File: src/rtl/nn_pkg.sv
// nn_pkg: shared state encoding and index-width helpers for the network sequencer.
package nn_pkg;
    typedef enum logic [2:0] {IDLE, LOAD_W, LOAD_X, CLEAR, RUN, OUT, DONE} nn_seq_state_t;
    function automatic int idx_w(input int n);
        return (n > 1) ? $clog2(n) : 1;
    endfunction
    localparam int DEF_LAYER_SIZE = 4;
    localparam int DEF_LAYER_DEPTH = 4;
    localparam int DEF_NODE_W = idx_w(DEF_LAYER_SIZE);
    localparam int DEF_LAYER_W = idx_w(DEF_LAYER_DEPTH);
endpackage

File: src/rtl/nn_idx_counter.sv
// nn_idx_counter: two-level (layer, node) index counter, node fastest, explicit wrap.
module nn_idx_counter
    import nn_pkg::*;
#(
    parameter int SIZE = 4,
    parameter int DEPTH = 4,
    localparam int NW = idx_w(SIZE),
    localparam int LW = idx_w(DEPTH)
) (
    input  logic          clk,
    input  logic          rst,
    input  logic          clear,
    input  logic          advance,
    output logic [LW-1:0] layer,
    output logic [NW-1:0] node,
    output logic          node_last,
    output logic          last
);
    logic layer_last;
    assign node_last = node == NW'(SIZE - 1);
    assign layer_last = layer == LW'(DEPTH - 1);
    assign last = node_last && layer_last;
    always_ff @(posedge clk or posedge rst) begin
        if (rst) begin
            layer <= '0;
            node <= '0;
        end else if (clear) begin
            layer <= '0;
            node <= '0;
        end else if (advance) begin
            node <= node_last ? '0 : node + 1'b1;
            if (node_last) layer <= layer_last ? '0 : layer + 1'b1;
        end
    end
endmodule

File: src/rtl/nn_sequencer.sv
// nn_sequencer: streams weights/inputs into a neural_network, runs the sweep,
// then streams the last layer's results out over valid/ready.
module nn_sequencer
    import nn_pkg::*;
#(
    parameter int LAYER_SIZE = 4,
    parameter int LAYER_DEPTH = 4,
    parameter int BIT_SIZE = 16,
    localparam int NW = idx_w(LAYER_SIZE),
    localparam int LW = idx_w(LAYER_DEPTH)
) (
    input  logic                clk,
    input  logic                rst,
    input  logic                start,
    input  logic                skip_weights,
    input  logic [BIT_SIZE-1:0] in_data,
    input  logic                in_valid,
    output logic                in_ready,
    output logic [BIT_SIZE-1:0] out_data,
    output logic                out_valid,
    input  logic                out_ready,
    output logic                busy,
    output logic                done,
    output logic                nn_rst,
    output logic                nn_weight_we,
    output logic                nn_input_we,
    output logic                nn_input_select,
    output logic [LW-1:0]       nn_layer,
    output logic [NW-1:0]       nn_node,
    output logic [BIT_SIZE-1:0] nn_x,
    input  logic [BIT_SIZE-1:0] nn_y
);
    nn_seq_state_t state, next;
    logic advance, clear, node_last, last;
    logic [LW-1:0] cnt_layer;

    nn_idx_counter #(.SIZE(LAYER_SIZE), .DEPTH(LAYER_DEPTH)) idx (
        .clk(clk), .rst(rst), .clear(clear), .advance(advance),
        .layer(cnt_layer), .node(nn_node), .node_last(node_last), .last(last)
    );

    always_ff @(posedge clk or posedge rst) begin
        if (rst) state <= IDLE;
        else state <= next;
    end

    always_comb begin
        next = state;
        advance = 1'b0;
        case (state)
            IDLE:   if (start) next = skip_weights ? LOAD_X : LOAD_W;
            LOAD_W: begin
                advance = in_valid;
                if (in_valid && last) next = LOAD_X;
            end
            LOAD_X: begin
                advance = in_valid;
                if (in_valid && node_last) next = CLEAR;
            end
            CLEAR:  next = RUN;
            RUN: begin
                advance = 1'b1;
                if (last) next = OUT;
            end
            OUT: begin
                advance = out_ready;
                if (out_ready && node_last) next = DONE;
            end
            DONE:   next = IDLE;
            default: next = IDLE;
        endcase
    end

    // Every state change restarts the shared counter at (0,0).
    assign clear = (next != state) || (state == IDLE);
    assign in_ready = (state == LOAD_W) || (state == LOAD_X);
    assign nn_weight_we = (state == LOAD_W) && in_valid;
    assign nn_input_we = (state == LOAD_X) && in_valid;
    assign nn_input_select = state == LOAD_X;
    assign nn_layer = (state == OUT) ? LW'(LAYER_DEPTH - 1) : cnt_layer;
    assign nn_rst = rst || (state == CLEAR);
    assign nn_x = in_data;
    assign out_data = nn_y;
    assign out_valid = state == OUT;
    assign busy = state != IDLE;
    assign done = state == DONE;
endmodule

File: config.mk
export PLATFORM = sky130hd
export DESIGN_NAME = nn_sequencer
export DESIGN_NICKNAME = d
export VERILOG_FILES = /design/src/rtl/nn_pkg.sv /design/src/rtl/nn_idx_counter.sv /design/src/rtl/nn_sequencer.sv
export SDC_FILE = /design/constraint.sdc
export NUM_CORES = 1
export LEC_CHECK = 0
export BUFFER_PORTS_ARGS = -buffer_cell sky130_fd_sc_hd__clkbuf_2
export CAP_MARGIN = 20
export CORE_UTILIZATION = 38
export CTS_CLUSTER_SIZE = 20
export DETAILED_ROUTE_END_ITERATION = 8
export PLACE_DENSITY = 0.86
export SLEW_MARGIN = 40
export SYNTH_ARGS = -nofsm -noshare
export SYNTH_HDL_FRONTEND = slang
export SYNTH_HIERARCHICAL = 1
export SYNTH_SLANG_ARGS = --single-unit
File: constraint.sdc
create_clock -name clk -period 4 [get_ports clk]
set_input_delay 0.8 -clock clk [delete_from_list [all_inputs] [get_ports clk]]
set_output_delay 0.8 -clock clk [all_outputs]
set_load 0.01 [all_outputs]
## Word level (Yosys, flattened, before mapping)

Cells that the tools add are included.

- Reductions and logical operators: 15
- Muxes and demuxes: 16
- Equality and inequality tests: 9
- Add/subtract/negate cells: 2

Operators with widths:

| operator | number |
|---|---|
| $mux 2 | 9 |
| $pmux 3 s6 | 1 |
| $mux 3 | 5 |
| $eq 3x3->1 const B | 3 |
| $eq 3x2->1 const B | 2 |
| $logic_and 1x1->1 | 6 |
| $add 2x1->2 const B | 2 |
| $eq 2x2->1 const B | 2 |
| $reduce_bool 2->1 | 2 |
| $eq 3x1->1 const B | 1 |
| $logic_not 3->1 | 1 |
| $logic_or 1x1->1 | 3 |
| $ne 3x3->1 | 1 |
| $pmux 1 s3 | 1 |
| $reduce_bool 3->1 | 1 |
| $reduce_and 2->1 | 1 |
| $reduce_or 2->1 | 1 |

- Output and inout port bits: 44
- Register bits: 7
- Logic and storage cells: 45

## Logic depth before layout (Yosys ltp)

- Depth after elaboration: 9
- Mapped depth: 7
- Gate-level depth less buffers: 7

## Modules after synthesis

Netlist, hierarchy kept.

Modules (own cells, without submodules):

| module | seq. area each (um^2) | times used | area an instance (um^2) | cells an instance |
|---|---|---|---|---|
| nn_sequencer | 75.1 | 1 | 575.6 | 74 |
| nn_idx_counter | 100.1 | 1 | 219.0 | 19 |

## Worst setup path after synthesis

No wires, ideal clock.

- Kind: input to register
- From: input in_valid
- To: register idx.layer[0]
- Required time: 3.922 ns
- Arrival time: 1.959 ns
- Path buffers: 0
- Setup slack: 1.964 ns
- Stages: 5
- Cell sequence: and4bb_1 > a222oi_1 > a31oi_1 > o31a_1 > a21oi_1

- Longest elaborated chain between the ends: 7
- Elaborated cells between the ends (all ways): 12
- Classes of those cells: eq/ne (1); mux (5); reduce/logical (6)

RTL lines:

| element | line | text |
|---|---|---|
| start: declaration | nn_sequencer.sv:17 | `input logic in_valid,` |
| $logic_and 1x1->1, on equally long branches | nn_sequencer.sv:58, nn_sequencer.sv:54 |  |
| $mux 3, on equally long branches | nn_sequencer.sv:58, nn_sequencer.sv:54 |  |
| $pmux 3 s6 (*) | nn_sequencer.sv:50 | `case (state)` |
| $ne 3x3->1 (*) | nn_sequencer.sv:75 | `assign clear = (next != state) \|\| (state == IDLE);` |
| $logic_or 1x1->1 (*) | nn_sequencer.sv:75 |  |
| via clear | nn_sequencer.sv:34 | `logic advance, clear, node_last, last;` |
| $reduce_bool 2->1 (no source line) | - |  |
| $reduce_and 2->1 (no source line) | - |  |
| end signal: assignment | nn_idx_counter.sv:32 | `if (node_last) layer <= layer_last ? '0 : layer + 1'b1;` |
| end: declaration | nn_idx_counter.sv:14 | `output logic [LW-1:0] layer,` |

The timed path passes the listed nets; every way through them passes the cells marked *.
A chain may end at the register's enable or synchronous reset.

## Worst setup path in the final report

- From: register state[1]
- To: output nn_layer[1]

- Longest elaborated chain between the ends: 2

RTL lines:

| element | line | text |
|---|---|---|
| start: declaration | nn_sequencer.sv:33 | `nn_seq_state_t state, next;` |
| start signal: assignment | nn_sequencer.sv:44 | `else state <= next;` |
| $eq 3x3->1 | nn_sequencer.sv:80 | `assign nn_layer = (state == OUT) ? LW'(LAYER_DEPTH - 1) : cnt_layer;` |
| $mux 2 | nn_sequencer.sv:80 |  |
| end: declaration | nn_sequencer.sv:28 | `output logic [LW-1:0] nn_layer,` |

No other way between the ends.

==> results.py <==
metrics = {
    "clock_network": {
        "cts_tree": "yes",
        "cts_resized": 0,
        "post-cts-setup-buffers": 0,
        "cts_made_buffers": 3,
        "clock-sinks": 7,
        "clk_latency_ns": 0.24,
        "clockBufferDepth": 2,
        "cts_max_level": 1,
        "root_buffer": "clkbuf_4",
        "clk_pin_slew_worst_paths_ns": 0.05,
        "hold_buffers": 0,
    },
    "setup_path": {
        "startpoint_type": "flip-flop",
        "crit_fanout": 14,
        "cp-end-kind": "primary output",
        "r2r_slack_ns": 2.00,
        "critPathKind": "flip-flop to primary output",
        "reg2reg_depth": 7,
        "r2r-end": "idx/layer[1]",
        "crit_slowest_cell": "dfrtp_1",
        "worstPathRequired_ns": 3.20,
        "crit_arrival_ns": 1.47,
        "slowest_delay_ns": 0.55,
        "path_cells": "and3b_1 > or2_2 > clkbuf_2",
        "crit_start": "state[1]",
        "r2r_start": "idx/node[0]",
        "crit_end": "nn_layer[1]",
    },
    "finish": {
        "layout_commonest_cell": "clkbuf_2",
        "drive_gt1_frac": 0.354,
        "fin_nets": 120,
        "antenna_cells_inserted": 0,
        "final_cell_mix": "17 x clkbuf_2, 7 x dfrtp_1, 6 x inv_1",
        "synthToLayoutAreaGrowth_pct": -16.9,
        "fin_util": 0.337,
        "nFillCells": 212,
        "fin_area_sq_um": 661,
    },
    "timing": {
        "maxSlewHeadroom": 0.712,
        "fin_ws_ns": 1.73,
        "rsz0062_at_grt": "no",
        "setup_viol": 0,
        "drv_slew": 0,
        "finClkSkew_ns": 0.00102,
        "post-route-min-period_ns": 2.27,
        "hold_violations": 0,
        "max_freq_ghz": 0.441,
        "fin_setup_tns_ns": 0,
        "period_share": 0.567,
        "tightest_slew_ns": 0.432,
    },
    "global_routing": {
        "grt_usage": 0.110,
        "grt_pass1_vias": 416,
        "grt_pass1_wl_um": 1710,
        "grt_start_max_net_pins": 15,
        "antenna_found_initial": 0,
        "grt_overflow_total": 0,
    },
    "drt": {
        "wire_per_inst_um": 11.9,
        "wl_um": 1260,
        "drc_errors": 0,
        "ant_nets": 0,
        "firstDrtPassIters": 4,
        "avgViaCountPerCell": 5.18,
        "drt_iter0_markers": 18,
        "vias": 549,
    },
    "die": {
        "dieArea_sq_mm": 0.00228,
        "ios": 82,
        "die_w_um": 47.7,
        "num_rows": 16,
        "initial_core_util": 0.405,
        "core-area_sq_mm": 0.00196,
        "die-height_um": 47.7,
    },
    "synthesis": {
        "syn_nets": 133,
        "async_flop_share": 1.00,
        "synthCells": 93,
        "synth_top_flop_cell": "dfrtp_1",
        "synth-edff-count": 0,
        "avgSynthCellArea_sq_um": 8.54,
        "synth.distinct_cells": 34,
        "ys_ff_latch": 7,
        "yosys_warnings": 6,
        "synthesis.area_sq_um": 795,
        "ys_seq_area_frac": 0.220,
    },
    "worst_hold_path": {
        "hp-class": "primary input to async pin",
    },
    "power": {
        "ir_worst_vdd_v": 0.000195,
        "power_density_mw_per_mm2": 635,
        "leakagePower_uw": 0.000337,
    },
    "place": {
        "io_buffers": 17,
        "gp_congestion": 0.770,
        "placed_area_sq_um": 634,
        "dp_hpwl_um": 985,
        "preCtsSetupSlack_ns": 1.76,
    },
    "status": {
        "status": "complete, no violations",
    },
    "run": {
        "maxCapViolations": 0,
    },
}
-- through the flow --
| step | power, uW | std cells | hold slack (ns) |
|---|---|---|---|
| CTS | 423 | 106 | 0.429 |
| global placement | 352 | 102 | 0.538 |
| detailed placement | 360 | 102 | 0.547 |
| floorplan | 353 | 93 | 0.552 |
| global route | 462 | 106 | 0.417 |
| finish | 420 | 106 | 0.426 |
-- flip-flops by register name, summed over array words and instances (netlist names) --
name,flops
idx/node,2
idx/layer,2
state,3
-- how the worst min path moves through the flow --
stage | endpoint | slack [ns] | cells past startpoint
6_report | state[0] | 0.43 | 2
5_1_grt | state[0] | 0.42 | 2
4_1_cts | state[1] | 0.43 | 2
3_5_place_dp | idx/node[1] | 0.55 | 2
3_3_place_gp | idx/node[1] | 0.54 | 2
2_1_floorplan | idx/layer[0] | 0.55 | 2
-- routing by layer --
metal | vias to the layer above | track usage | routed length [um]
met5 | - | 0 | 0
met4 | 0 | 0.122 | 62
met3 | 18 | 0.0415 | 143
met2 | 39 | 0.138 | 561
met1 | 233 | 0.133 | 495
li1 | 259 | - | -
-- where the power goes --
part / switching (uW) / leakage, uW / internal (uW)
sequential: 45.1 / 0.0000938 / 90.1
combinational: 119 / 0.000228 / 105
clock: 22.2 / 0.0000150 / 37.8
total: 187 / 0.000337 / 233
-- Yosys cell counts, drive strengths merged (2+ instances only) --
cell | count | area, sq um
dfrtp | 7 | 175
and2 | 2 | 12.5
nor2 | 3 | 11.3
ha | 2 | 25.0
buf | 33 | 251
clkbuf | 2 | 27.5
inv | 6 | 22.5
nand3 | 2 | 10.0
a21bo | 2 | 20.0
o21ai | 3 | 15.0
a21oi | 3 | 18.8
nand2 | 4 | 15.0
or2 | 3 | 18.8
a31oi | 3 | 18.8
-- cell type report --
class	count	area [sq um]	area share
sequential	7	175	0.265
timing repair buffer	17	85.1	0.129
clock buffer	4	26.3	0.0398
inverter	6	22.5	0.0341
tap	27	33.8	0.0511
multi-input combinational	45	318	0.481
-- worst max-delay path, delay by kind of cell (launching register included) --
kind	cells	cell delay [ns]
and+or+nand+nor	2	0.55
DFF	1	0.55
buffers and inverters	1	0.13
-- cells by family after synthesis --
kind of cell / share of synthesized area
AO/OA/AOI/OAI: 0.146
XOR/XNOR: 0.0110
adder cells (fa/ha/maj): 0.0315
buffers and inverters: 0.380
flip-flops: 0.220
multiplexers: 0.0126
AND/OR/NAND/NOR: 0.198
Note: power is estimated with default switching activity, not from simulation.
